===== config.mk =====
export PLATFORM = sky130hd
export DESIGN_NAME = hazard_ctrl_flat
export DESIGN_NICKNAME = d
export VERILOG_FILES = /design/src/rtl/hazard_ctrl_if.sv /design/src/rtl/hazard_ctrl.sv /design/src/flat_wrapper.sv
export SDC_FILE = /design/constraint.sdc
export NUM_CORES = 1
export LEC_CHECK = 0
export ABC_AREA = 0
export ABC_CLOCK_PERIOD_IN_PS = 6800
export BUFFER_PORTS_ARGS = -buffer_cell sky130_fd_sc_hd__buf_2
export CAP_MARGIN = 20
export CORE_MARGIN = 5
export CORE_UTILIZATION = 51
export CTS_BUF_LIST = sky130_fd_sc_hd__clkbuf_4 sky130_fd_sc_hd__clkbuf_8
export DETAILED_ROUTE_END_ITERATION = 10
export GPL_TIMING_DRIVEN = 0
export PLACE_DENSITY_LB_ADDON = 0.08
export SYNTH_ARGS = -nofsm -noshare
export SYNTH_HDL_FRONTEND = slang
export SYNTH_SLANG_ARGS = --single-unit

===== constraint.sdc =====
create_clock -name clk -period 6.8 [get_ports clk]
set_clock_uncertainty 0.2 [all_clocks]
set_input_delay 1.36 -clock clk [delete_from_list [all_inputs] [get_ports clk]]
set_output_delay 1.36 -clock clk [all_outputs]
set_load 0.01 [all_outputs]

===== src/rtl/hazard_ctrl_if.sv =====
// hazard_ctrl_if
// Groups the pipeline-side signals seen by the hazard/stall controller.
//   master : pipeline side; drives hazard sources, receives controls/counters.
//   slave  : the controller; receives hazard sources, drives controls/counters.
// Parameter CW sets the width of the stall/flush performance counters.
interface hazard_ctrl_if #(
   parameter int unsigned CW = 32
) ();
   logic [4:0]    Rs1_id;
   logic [4:0]    Rs2_id;
   logic          rs1_used_id;
   logic          rs2_used_id;
   logic [4:0]    Rd_id_ex;
   logic          MemRead_id_ex;
   logic          jump_flag;
   logic          mem_req;
   logic          mem_ready;
   logic          pc_hold;
   logic          if_id_hold;
   logic          if_id_flush;
   logic          load_use_flag;
   logic          id_ex_hold;
   logic          ex_mem_hold;
   logic          mem_wb_bubble;
   logic          mem_err;
   logic          wait_state;
   logic [CW-1:0] stall_cnt;
   logic [CW-1:0] flush_cnt;

   modport master (
      output Rs1_id, Rs2_id, rs1_used_id, rs2_used_id, Rd_id_ex, MemRead_id_ex,
             jump_flag, mem_req, mem_ready,
      input  pc_hold, if_id_hold, if_id_flush, load_use_flag, id_ex_hold, ex_mem_hold,
             mem_wb_bubble, mem_err, wait_state, stall_cnt, flush_cnt
   );

   modport slave (
      input  Rs1_id, Rs2_id, rs1_used_id, rs2_used_id, Rd_id_ex, MemRead_id_ex,
             jump_flag, mem_req, mem_ready,
      output pc_hold, if_id_hold, if_id_flush, load_use_flag, id_ex_hold, ex_mem_hold,
             mem_wb_bubble, mem_err, wait_state, stall_cnt, flush_cnt
   );
endinterface


===== src/rtl/hazard_ctrl.sv =====
// hazard_ctrl
// Hold/flush/bubble controller for the 5-stage RV32I pipeline. Handles load-use
// hazards, taken jumps/branches resolved in EX and multi-cycle data-memory
// accesses (with a timeout watchdog), and keeps saturating stall/flush counters.
// Ports:
//   clk   : core clock, rising edge
//   rst   : asynchronous active-high reset
//   io_hz : hazard_ctrl_if.slave - hazard sources in, pipeline controls and
//           performance counters out
// Parameters:
//   TIMEOUT : max consecutive memory-wait freeze cycles (1..255)
//   CW      : performance counter width (must match the interface CW)
module hazard_ctrl #(
   parameter int unsigned TIMEOUT = 255,
   parameter int unsigned CW      = 32
) (
   input logic          clk,
   input logic          rst,
   hazard_ctrl_if.slave io_hz
);
   typedef enum logic {StRun = 1'b0, StWait = 1'b1} state_e;

   localparam logic [7:0] TimeoutVal = 8'(TIMEOUT);

   state_e        r_state, w_state_d;
   logic [7:0]    r_wait_cnt, w_wait_cnt_d;
   logic [CW-1:0] r_stall_cnt, w_stall_cnt_d;
   logic [CW-1:0] r_flush_cnt, w_flush_cnt_d;

   logic w_lu, w_frz, w_timeout;
   logic w_pc_hold, w_if_id_hold, w_if_id_flush, w_load_use;
   logic w_id_ex_hold, w_ex_mem_hold, w_mem_wb_bubble, w_mem_err;

   always_ff @(posedge clk or posedge rst) begin
      if (rst) begin
         r_state     <= StRun;
         r_wait_cnt  <= 8'd0;
         r_stall_cnt <= '0;
         r_flush_cnt <= '0;
      end else begin
         r_state     <= w_state_d;
         r_wait_cnt  <= w_wait_cnt_d;
         r_stall_cnt <= w_stall_cnt_d;
         r_flush_cnt <= w_flush_cnt_d;
      end
   end

   always_comb begin
      w_lu = io_hz.MemRead_id_ex && (io_hz.Rd_id_ex != 5'd0) &&
             ((io_hz.rs1_used_id && (io_hz.Rs1_id == io_hz.Rd_id_ex)) ||
              (io_hz.rs2_used_id && (io_hz.Rs2_id == io_hz.Rd_id_ex)));
      // Once the wait counter hits TIMEOUT the freeze is released and the
      // access is abandoned with a one-cycle error pulse.
      w_frz     = io_hz.mem_req && !io_hz.mem_ready && (r_wait_cnt != TimeoutVal);
      w_timeout = io_hz.mem_req && !io_hz.mem_ready && (r_wait_cnt == TimeoutVal);

      w_pc_hold       = 1'b0;
      w_if_id_hold    = 1'b0;
      w_if_id_flush   = 1'b0;
      w_load_use      = 1'b0;
      w_id_ex_hold    = 1'b0;
      w_ex_mem_hold   = 1'b0;
      w_mem_wb_bubble = 1'b0;
      w_mem_err       = 1'b0;

      if (!rst) begin
         w_mem_err = w_timeout;
         // Freeze wins: any jump/load-use is re-seen once the freeze lifts,
         // since ID and EX are held unchanged.
         if (w_frz) begin
            w_pc_hold       = 1'b1;
            w_if_id_hold    = 1'b1;
            w_id_ex_hold    = 1'b1;
            w_ex_mem_hold   = 1'b1;
            w_mem_wb_bubble = 1'b1;
         end else if (io_hz.jump_flag) begin
            // ID instruction is discarded, so a coincident load-use is moot.
            w_if_id_flush = 1'b1;
            w_load_use    = 1'b1;
         end else if (w_lu) begin
            w_load_use   = 1'b1;
            w_pc_hold    = 1'b1;
            w_if_id_hold = 1'b1;
         end
      end

      w_state_d    = w_frz ? StWait : StRun;
      w_wait_cnt_d = w_frz ? (r_wait_cnt + 8'd1) : 8'd0;

      w_stall_cnt_d = r_stall_cnt;
      if (w_pc_hold && (r_stall_cnt != {CW{1'b1}})) begin
         w_stall_cnt_d = r_stall_cnt + 1'b1;
      end
      w_flush_cnt_d = r_flush_cnt;
      if (w_if_id_flush && (r_flush_cnt != {CW{1'b1}})) begin
         w_flush_cnt_d = r_flush_cnt + 1'b1;
      end
   end

   assign io_hz.pc_hold       = w_pc_hold;
   assign io_hz.if_id_hold    = w_if_id_hold;
   assign io_hz.if_id_flush   = w_if_id_flush;
   assign io_hz.load_use_flag = w_load_use;
   assign io_hz.id_ex_hold    = w_id_ex_hold;
   assign io_hz.ex_mem_hold   = w_ex_mem_hold;
   assign io_hz.mem_wb_bubble = w_mem_wb_bubble;
   assign io_hz.mem_err       = w_mem_err;
   assign io_hz.wait_state    = (r_state == StWait);
   assign io_hz.stall_cnt     = r_stall_cnt;
   assign io_hz.flush_cnt     = r_flush_cnt;
endmodule


===== src/flat_wrapper.sv =====
// flat-port wrapper written by rule: the top's interface ports become plain ports
module hazard_ctrl_flat 
#(
   parameter int unsigned TIMEOUT = 255,
   parameter int unsigned CW      = 32
)
  (clk, rst, io_hz_Rs1_id, io_hz_Rs2_id, io_hz_rs1_used_id, io_hz_rs2_used_id, io_hz_Rd_id_ex, io_hz_MemRead_id_ex, io_hz_jump_flag, io_hz_mem_req, io_hz_mem_ready, io_hz_pc_hold, io_hz_if_id_hold, io_hz_if_id_flush, io_hz_load_use_flag, io_hz_id_ex_hold, io_hz_ex_mem_hold, io_hz_mem_wb_bubble, io_hz_mem_err, io_hz_wait_state, io_hz_stall_cnt, io_hz_flush_cnt);
  hazard_ctrl_if #(.CW(CW)) io_hz_i ();
  input logic clk;
  input logic rst;
  input wire logic [$bits(io_hz_i.Rs1_id)-1:0] io_hz_Rs1_id;
  input wire logic [$bits(io_hz_i.Rs2_id)-1:0] io_hz_Rs2_id;
  input wire logic [$bits(io_hz_i.rs1_used_id)-1:0] io_hz_rs1_used_id;
  input wire logic [$bits(io_hz_i.rs2_used_id)-1:0] io_hz_rs2_used_id;
  input wire logic [$bits(io_hz_i.Rd_id_ex)-1:0] io_hz_Rd_id_ex;
  input wire logic [$bits(io_hz_i.MemRead_id_ex)-1:0] io_hz_MemRead_id_ex;
  input wire logic [$bits(io_hz_i.jump_flag)-1:0] io_hz_jump_flag;
  input wire logic [$bits(io_hz_i.mem_req)-1:0] io_hz_mem_req;
  input wire logic [$bits(io_hz_i.mem_ready)-1:0] io_hz_mem_ready;
  output wire logic [$bits(io_hz_i.pc_hold)-1:0] io_hz_pc_hold;
  output wire logic [$bits(io_hz_i.if_id_hold)-1:0] io_hz_if_id_hold;
  output wire logic [$bits(io_hz_i.if_id_flush)-1:0] io_hz_if_id_flush;
  output wire logic [$bits(io_hz_i.load_use_flag)-1:0] io_hz_load_use_flag;
  output wire logic [$bits(io_hz_i.id_ex_hold)-1:0] io_hz_id_ex_hold;
  output wire logic [$bits(io_hz_i.ex_mem_hold)-1:0] io_hz_ex_mem_hold;
  output wire logic [$bits(io_hz_i.mem_wb_bubble)-1:0] io_hz_mem_wb_bubble;
  output wire logic [$bits(io_hz_i.mem_err)-1:0] io_hz_mem_err;
  output wire logic [$bits(io_hz_i.wait_state)-1:0] io_hz_wait_state;
  output wire logic [$bits(io_hz_i.stall_cnt)-1:0] io_hz_stall_cnt;
  output wire logic [$bits(io_hz_i.flush_cnt)-1:0] io_hz_flush_cnt;
  assign io_hz_i.Rs1_id = io_hz_Rs1_id;
  assign io_hz_i.Rs2_id = io_hz_Rs2_id;
  assign io_hz_i.rs1_used_id = io_hz_rs1_used_id;
  assign io_hz_i.rs2_used_id = io_hz_rs2_used_id;
  assign io_hz_i.Rd_id_ex = io_hz_Rd_id_ex;
  assign io_hz_i.MemRead_id_ex = io_hz_MemRead_id_ex;
  assign io_hz_i.jump_flag = io_hz_jump_flag;
  assign io_hz_i.mem_req = io_hz_mem_req;
  assign io_hz_i.mem_ready = io_hz_mem_ready;
  assign io_hz_pc_hold = io_hz_i.pc_hold;
  assign io_hz_if_id_hold = io_hz_i.if_id_hold;
  assign io_hz_if_id_flush = io_hz_i.if_id_flush;
  assign io_hz_load_use_flag = io_hz_i.load_use_flag;
  assign io_hz_id_ex_hold = io_hz_i.id_ex_hold;
  assign io_hz_ex_mem_hold = io_hz_i.ex_mem_hold;
  assign io_hz_mem_wb_bubble = io_hz_i.mem_wb_bubble;
  assign io_hz_mem_err = io_hz_i.mem_err;
  assign io_hz_wait_state = io_hz_i.wait_state;
  assign io_hz_stall_cnt = io_hz_i.stall_cnt;
  assign io_hz_flush_cnt = io_hz_i.flush_cnt;
  hazard_ctrl #(.TIMEOUT(TIMEOUT), .CW(CW)) u_core (.clk(clk), .rst(rst), .io_hz(io_hz_i));
endmodule

==> results.txt, run 1 <==
----------------------------------------------------
[Critical path]
  Required time of the critical path ... 5.24 ns
  Type of the worst setup path ... input pin to primary output
  Data arrival, critical path ... 2.73 ns
  Critical Path Slowest Stage Cell ... sky130_fd_sc_hd__nor3_1
  Critical path buffer and inverter count ... 3
  Most Frequent Cell on Critical Path ... sky130_fd_sc_hd__buf_2
  Type of element launching the critical path ... input pin
  Delay contributed by the slowest stage of the critical path ... 0.43 ns
  Crit-path max FO ... 6
  Kind of capture point of the worst setup path ... primary output
  Critical path cell sequence ... buf_2 > nand2b_1 > nor3_1 > o21a_1 > buf_4 > buf_2
  Delay-heaviest family, CP ... simple AND/OR/NAND/NOR gates

[Placement]
  Placer Congestion ... 0.8318
  Number of buffers added on ports ... 95
  Post-detailed-placement half-perimeter wirelength ... 5501 µm
  Number of placed cells counting well taps ... 520
  Worst slack at placement ... 2.486 ns

[Outcome]
  Run status ... complete, no violations

[Clock tree]
  Number of levels the H-tree was split into ... 3
  CTS tree ... yes
  Number of resized instances in the post-cts repair step ... 0
  Hold buffer count at cts ... 0
  Setup bufs post-CTS ... 0
  Clock sink count ... 73
  Number of buffers on the longest clock path ... 2
  Clock latency at the later pin of the worst-skew pair ... 0.34 ns
  Root Buffer ... sky130_fd_sc_hd__clkbuf_8
  CTS clock-pin slew for the worst setup and hold paths ... 0.07 ns
  Num CTS Buffers ... 9

[Routing]
  Total length of routed wires ... 7436 µm
  Detailed-route via count ... 2807
  Number of nets still failing antenna checks after routing ... 0
  Vias per Instance ... 5.237
  Routed wire per std cell ... 13.87 µm
  Detailed-route DRC error count ... 0
  First-iteration detailed-routing DRC count ... 110
  Pre-Repair DR Iteration Count ... 4

[Yosys]
  Net count of the mapped netlist ... 370
  Share of synthesized registers carrying an async set or reset ... 100.0%
  Number of flops mapped to enable cells by yosys ... 0
  Synthesized cell area ... 0.003527 mm²
  Library cell with the highest instance count after synthesis ... sky130_fd_sc_hd__dfrtp_1
  Cell variety after synth ... 33
  List of most frequent post-synthesis cells ... 73 x sky130_fd_sc_hd__dfrtp_1, 42 x sky130_fd_sc_hd__xnor2_1, 35 x sky130_fd_sc_hd__xor2_1, 34 x sky130_fd_sc_hd__nand2_1, 31 x sky130_fd_sc_hd__nor2_1
  Yosys warnings ... 0
  Post-synthesis cell count ... 344
  Sequential cell area fraction in the yosys report ... 51.79%
  Top area cells in the synthesized netlist ... sky130_fd_sc_hd__dfrtp_1 52%, sky130_fd_sc_hd__xnor2_1 10%, sky130_fd_sc_hd__xor2_1 8.7%
  Total of flip-flops plus latches after synthesis ... 73
  Cell type with the largest total area after synthesis ... sky130_fd_sc_hd__dfrtp_1
  Top flip-flop cell by instance count after synthesis ... sky130_fd_sc_hd__dfrtp_1
  Fraction of post-synthesis cell area in the top cell type by area ... 51.79%
  Synth Area per Inst ... 10.25 µm²

[Timing]
  Transition at the pin with the smallest max-transition slack ... 0.6163 ns
  Maximum clock frequency ... 233.3 MHz
  Share of the cycle needed by the critical path after routing ... 63.02%
  Final count of negative-setup-slack endpoints ... 0
  Summed negative setup slack over all endpoints ... 0 ns
  Post-layout minimum cycle time ... 4.286 ns
  Slack of the critical path ... 2.514 ns
  Total count of hold-check failures in the final report ... 0
  Worst-case headroom to the max-slew limit ... 58.54%
  Max-slew violation total from the final report ... 0
  RSZ-0062 raised after global routing ... false

[Power]
  Cell Int Power ... 693.5 µW
  Logic pwr share ... 12.1%
  Pwr/cell area ... 218.1 mW/mm²
  Relative contribution of sequential cells to total power ... 51.6%
  Sw Ratio ... 26.62%
  Leakage ... 0.002262 µW
  Clock power frac ... 36.3%
  Switching power summed over all nets ... 251.5 µW
  Worst IR drop on VDD ... 0.0001444 V

[Global route]
  Pin count of the biggest net entering global routing ... 47
  Antenna violations before repair ... 0
  Number of global-route vias before repair ... 2762
  Wire length of the first global-routing pass ... 12610 µm
  Total global routing overflow ... 0
  Total GRT Usage ... 18.31%

[Floorplanning]
  FP Rows ... 30
  Area of the core ... 0.006756 mm²
  I/O pin count ... 96
  Floorplan die height ... 93.16 µm
  Initial core utilization ... 52.20%
  Die area ... 0.008679 mm²
  DIE WIDTH ... 93.16 µm

[Hold path]
  Type of the tightest min-delay check ... flop to flop

[Final layout]
  Net count, final ... 477
  Number of antenna repair diodes ... 0
  Area growth from synthesis to layout ... 22.85%
  Count of placed standard cells in the final layout, fillers left out ... 536
  Fraction of final layout cells with drive strength greater than 1 ... 26.97%

[Run]
  Max-capacitance violation count ... 0

----------------------------------------------------
-- area by class of cell --
cell class / count / area [µm²]
Buffer: 6 / 50.05
Clock buffer: 11 / 145.1
Clock inverter: 5 / 55.05
Fill cell: 566 / 2424
Inverter: 10 / 40.04
Multi-Input combinational cell: 255 / 1613
Sequential cell: 73 / 1827
Tap cell: 80 / 100.1
Timing Repair Buffer: 96 / 503.0
-- flip-flops by register name, summed over array words and instances (netlist names) --
signal,flops
u_core.io_hz.flush_cnt,32
u_core.io_hz.wait_state,1
u_core.io_hz.stall_cnt,32
u_core.r_wait_cnt,8
-- power by group through the flow --
stage | Combinational [µW] | Sequential, µW | Clock, µW
floorplan | 55.1 | 503 | 0
global placement | 111 | 494 | 0
detailed placement | 117 | 495 | 0
CTS | 117 | 487 | 354
global route | 127 | 491 | 372
finish | 114 | 487 | 343
-- placed cells by master, fill, tap and decap left out, types with 2 or more instances in the layout --
cell                         count
sky130_fd_sc_hd__a21oi_1         2
sky130_fd_sc_hd__a31oi_1         3
sky130_fd_sc_hd__and3_1         10
sky130_fd_sc_hd__and4_1          4
sky130_fd_sc_hd__buf_2          96
sky130_fd_sc_hd__buf_4           3
sky130_fd_sc_hd__buf_6           2
sky130_fd_sc_hd__clkbuf_8       10
sky130_fd_sc_hd__clkinv_2        2
sky130_fd_sc_hd__clkinvlp_4      2
sky130_fd_sc_hd__dfrtp_1        73
sky130_fd_sc_hd__ha_1            3
sky130_fd_sc_hd__inv_1           9
sky130_fd_sc_hd__nand2_1        34
sky130_fd_sc_hd__nand2b_1        2
sky130_fd_sc_hd__nand3_1        29
sky130_fd_sc_hd__nand4_1        15
sky130_fd_sc_hd__nor2_1         31
sky130_fd_sc_hd__nor3_1         24
sky130_fd_sc_hd__nor4_1          3
sky130_fd_sc_hd__o21a_1          2
sky130_fd_sc_hd__o21ai_0         2
sky130_fd_sc_hd__or2_1           2
sky130_fd_sc_hd__or3_1           2
sky130_fd_sc_hd__xnor2_1        42
sky130_fd_sc_hd__xor2_1         35
-- cell families after synthesis --
kind of cell | after synthesis | share of synthesized area (%)
and+or+nand+nor | 160 | 22.38
xor gates and xnor gates | 77 | 19.12
muxes | 1 | 0.3192
buffers and inverters | 16 | 2.483
DFF | 73 | 51.79
AOI/OAI and AO/OA | 14 | 2.838
adders and majority gates | 3 | 1.064
-- worst register-to-register path, delay by kind of cell (launching register included) --
family	cells	cell delay [ns]
AND/OR/NAND/NOR	4	0.72
flip-flops	1	0.39
buffers and inverters	1	0.17
AO/OA/AOI/OAI	2	0.97
adder cells (fa/ha/maj)	1	0.22
XOR/XNOR	1	0.16
-- through the flow --
stage	instance area [µm²]	utilization, %	hold slack (ns)	power (µW)
after CTS	4333	64.13	0.2878	957.8
after global routing	4333	64.13	0.3092	990.4
after detailed placement	4133	61.17	0.2776	611.9
final	4333	64.13	0.2845	945.0
after floorplan	3527	-	0.2549	557.8
after global placement	4103	60.72	0.2717	605.0
-- per-layer routing --
layer  global-route usage, %  up-vias  routed length (µm)
met5                       0        -                   0
met4                   8.181        0                 158
met3                   4.103       13                 401
met2                   30.29       73                3560
met1                   22.90     1334                3315
li1                        -     1387                   -
-- path summary, 6_finish.rpt --
check / to / start / cells after the start / slack (ns)
worst max register to register: u_core.io_hz.flush_cnt[15] / u_core.r_wait_cnt[0] / 9 / 3.87
max in group asynchronous: u_core.io_hz.flush_cnt[0] / rst / 3 / 5.02
worst max-delay path: io_hz_pc_hold / io_hz_mem_ready / 6 / 2.51
worst min register to register: u_core.io_hz.flush_cnt[4] / u_core.io_hz.flush_cnt[4] / 1 / 0.28
worst min-delay path: u_core.io_hz.flush_cnt[4] / u_core.io_hz.flush_cnt[4] / 1 / 0.28
min in group asynchronous: u_core.r_wait_cnt[0] / rst / 2 / 0.84
(Power assumes the default switching activity.)
==> run 2, diff against run 1 <==
--- a/config.mk
+++ b/config.mk
@@ -6,11 +6,11 @@
 export NUM_CORES = 1
 export LEC_CHECK = 0
 export ABC_AREA = 0
-export ABC_CLOCK_PERIOD_IN_PS = 6800
+export ABC_CLOCK_PERIOD_IN_PS = 3450
 export BUFFER_PORTS_ARGS = -buffer_cell sky130_fd_sc_hd__buf_2
 export CAP_MARGIN = 20
 export CORE_MARGIN = 5
-export CORE_UTILIZATION = 51
+export CORE_UTILIZATION = 49
 export CTS_BUF_LIST = sky130_fd_sc_hd__clkbuf_4 sky130_fd_sc_hd__clkbuf_8
 export DETAILED_ROUTE_END_ITERATION = 10
 export GPL_TIMING_DRIVEN = 0
==> constraint.sdc (replaced) <==
create_clock -name clk -period 3.45 [get_ports clk]
set_clock_uncertainty 0.2 [all_clocks]
set_input_delay 0.69 -clock clk [delete_from_list [all_inputs] [get_ports clk]]
set_output_delay 0.69 -clock clk [all_outputs]
set_load 0.01 [all_outputs]
==> results.txt, run 2 (synthesized netlist as in run 1, its figures left out) <==
----------------------------------------------------
[Outcome]
  Run status ... complete, no violations

[Floorplanning]
  DIE WIDTH ... 94.84 µm (+1.8%)
  FP Rows ... 31 (+3.3%)
  Floorplan die height ... 94.84 µm (+1.8%)
  Area of the core ... 0.007137 mm² (+5.6%)
  I/O pin count ... 96 (unchanged)
  Die area ... 0.008995 mm² (+3.6%)
  Initial core utilization ... 49.42% (-2.8 points)

[Final layout]
  Area taken by flip-flops and latches ... 0.001827 mm² (unchanged)
  Fraction of final layout cells with drive strength greater than 1 ... 27.13% (+0.16 points)
  Number of filler instances in the final layout ... 659 (+16%)
  Net count, final ... 478 (+0.21%)
  Number of antenna repair diodes ... 0 (unchanged)
  Area growth from synthesis to layout ... 23.91%
  Area of the multi-input gates ... 0.001613 mm² (unchanged)
  Top library cells by usage in the layout, fill and taps aside ... 96 x sky130_fd_sc_hd__buf_2, 73 x sky130_fd_sc_hd__dfrtp_1, 42 x sky130_fd_sc_hd__xnor2_1, 35 x sky130_fd_sc_hd__xor2_1, 34 x sky130_fd_sc_hd__nand2_1
  Count of placed standard cells in the final layout, fillers left out ... 556 (+3.7%)
  Most common library cell in the layout ignoring fill and taps ... sky130_fd_sc_hd__buf_2

[Timing]
  Worst-case headroom to the max-slew limit ... 59.05% (+0.51 points)
  RSZ-0062 raised after global routing ... false
  Share of the cycle needed by the critical path after routing ... 91.46%
  Maximum clock frequency ... 316.9 MHz
  Post-layout minimum cycle time ... 3.155 ns
  Total count of hold-check failures in the final report ... 0 (unchanged)
  Final count of negative-setup-slack endpoints ... 0 (unchanged)
  Max-slew violation total from the final report ... 0 (unchanged)
  Transition at the pin with the smallest max-transition slack ... 0.6143 ns (-0.002011 ns)

[Routing]
  Detailed-route via count ... 2753 (-1.9%)
  Detailed-route DRC error count ... 0 (unchanged)
  Vias per Instance ... 4.951 (-5.5%)
  Routed wire per std cell ... 13.28 µm (-4.3%)
  Total length of routed wires ... 7381 µm (-0.74%)
  First-iteration detailed-routing DRC count ... 84 (-24%)
  Number of nets still failing antenna checks after routing ... 0 (unchanged)
  Pre-Repair DR Iteration Count ... 4 (unchanged)

[Clock tree]
  Number of levels the H-tree was split into ... 3 (unchanged)
  Num CTS Buffers ... 9 (unchanged)
  Number of resized instances in the post-cts repair step ... 0 (unchanged)
  CTS tree ... yes
  Hold buffer count at cts ... 0 (unchanged)
  Root Buffer ... sky130_fd_sc_hd__clkbuf_8
  Clock latency at the later pin of the worst-skew pair ... 0.34 ns (about the same)
  Setup bufs post-CTS ... 0 (unchanged)
  Number of buffers on the longest clock path ... 2 (unchanged)
  CTS clock-pin slew for the worst setup and hold paths ... 0.08 ns (about the same)
  Clock sink count ... 73 (unchanged)

[Critical path]
  Critical path buffer and inverter count ... 2 (-1)
  Data arrival, critical path ... 2.27 ns (-0.46 ns)
  Critical Path Slowest Stage Cell ... sky130_fd_sc_hd__o21bai_1
  Setup slack on the worst flop-to-flop path ... 0.46 ns (-3.41 ns)
  Delay contributed by the slowest stage of the critical path ... 0.48 ns (+0.05 ns)
  Crit-path max FO ... 7 (+1)
  Required time of the critical path ... 2.56 ns (-2.68 ns)
  Critical path cell sequence ... ha_1 > nand4_1 > o21bai_1 > a21oi_1 > o21a_1 > buf_4 > buf_2
  Delay-heaviest family, CP ... compound AO/OA/AOI/OAI gates
  Kind of capture point of the worst setup path ... primary output
  Type of element launching the critical path ... flop
  Type of the worst setup path ... flop to primary output

[Power]
  Pwr/cell area ... 425.5 mW/mm² (+95%)
  Cell Int Power ... 1367 µW (+97%)
  Relative contribution of sequential cells to total power ... 51.6% (about the same)
  Worst IR drop on VDD ... 0.0003166 V (+120%)
  Clock power frac ... 36.1% (-0.2 points)
  Leakage ... 0.002263 µW (about the same)
  Post-route total power ... 1860 µW (+97%)
  Logic pwr share ... 12.3% (+0.2 points)
  Sw Ratio ... 26.49% (-0.13 points)
  Switching power summed over all nets ... 492.6 µW (+96%)

[Run]
  Max-capacitance violation count ... 0 (unchanged)

[Global route]
  Wire length of the first global-routing pass ... 12280 µm (-2.7%)
  Antenna violations before repair ... 0 (unchanged)
  Total global routing overflow ... 0 (unchanged)
  Total GRT Usage ... 17.54% (-0.77 points)
  Pin count of the biggest net entering global routing ... 31 (-34%)
  Number of global-route vias before repair ... 2660 (-3.7%)

[Placement]
  Number of buffers added on ports ... 95 (unchanged)
  Placer Congestion ... 0.7750 (-6.8%)
  Post-detailed-placement half-perimeter wirelength ... 5595 µm (+1.7%)
  Number of placed cells counting well taps ... 540 (+3.8%)

[Hold path]
  Type of the tightest min-delay check ... input pin to asynchronous set/reset pin

----------------------------------------------------
==> run 2: changes by cell type in the layout (fill, tap and decap cells not counted) <==
cell                         delta
sky130_fd_sc_hd__inv_4          -1
sky130_fd_sc_hd__clkinvlp_4     +1
sky130_fd_sc_hd__buf_16         -1
sky130_fd_sc_hd__buf_12         +2
==> run 2: metrics by stage <==
| stage | util [%] | hold WS (ns) | instance area, µm² | TNS [ns] | worst slack [ns] |
|---|---|---|---|---|---|
| floorplan | - | 0.2549 | 3531 | 0 | 0.4427 |
| global placement | 57.87 | 0.2662 | 4130 | -8.894 | -0.4967 |
| detailed placement | 58.43 | 0.2733 | 4170 | 0 | 0.4050 |
| CTS | 61.24 | 0.1713 | 4370 | 0 | 0.2823 |
| global route | 61.24 | 0.1956 | 4370 | 0 | 0.1222 |
| finish | 61.24 | 0.1753 | 4370 | 0 | 0.2947 |
==> run 2: worst paths after layout <==
check,cells past startpoint,from,end
worst max-delay path,7,u_core.r_wait_cnt[0],io_hz_pc_hold
worst min-delay path,2,rst,u_core.io_hz.flush_cnt[20]
worst max register to register,9,u_core.r_wait_cnt[0],u_core.io_hz.flush_cnt[15]
worst min register to register,1,u_core.io_hz.stall_cnt[11],u_core.io_hz.stall_cnt[11]
max in group asynchronous,4,rst,u_core.io_hz.stall_cnt[18]
min in group clk,1,u_core.io_hz.stall_cnt[11],u_core.io_hz.stall_cnt[11]
==> run 2: layout make-up <==
type                    instances  share of cell area [%]
flip-flops and latches         73                   41.80
inverters                      10                  0.9447
plain buffers                   6                   1.145
clock inverters                 5                   1.260
repair buffers                 97                   11.80
clock buffers                  11                   3.321
multi-input cells             255                   36.90
well taps                      99                   2.834
==> run 2: worst register-to-register path: stages (launching register included) <==
cell	delay (ns)
sky130_fd_sc_hd__dfrtp_1	0.39
sky130_fd_sc_hd__ha_1	0.23
sky130_fd_sc_hd__nand4_1	0.20
sky130_fd_sc_hd__o21bai_1	0.48
sky130_fd_sc_hd__nand3_1	0.20
sky130_fd_sc_hd__inv_1	0.15
sky130_fd_sc_hd__nand4_1	0.14
sky130_fd_sc_hd__a21oi_1	0.52
sky130_fd_sc_hd__nand4_1	0.20
sky130_fd_sc_hd__xnor2_1	0.16
==> run 2: routing by layer <==
metal / vias to the layer above / share of wire, % / global-route usage, % / wire (µm)
met5: - / 0 / 0 / 0
met4: 0 / 1.6 / 8.053 / 115
met3: 12 / 4.3 / 3.745 / 315
met2: 58 / 47 / 27.95 / 3483
met1: 1292 / 47 / 22.85 / 3466
li1: 1391 / - / - / -
==> run 2: power by group through the flow <==
stage | registers, µW | logic, µW | clock network (µW)
5_1_grt | 971 | 255 | 732
3_3_place_gp | 975 | 224 | 0
3_5_place_dp | 977 | 233 | 0
6_report | 960 | 228 | 672
2_1_floorplan | 991 | 109 | 0
4_1_cts | 961 | 233 | 691
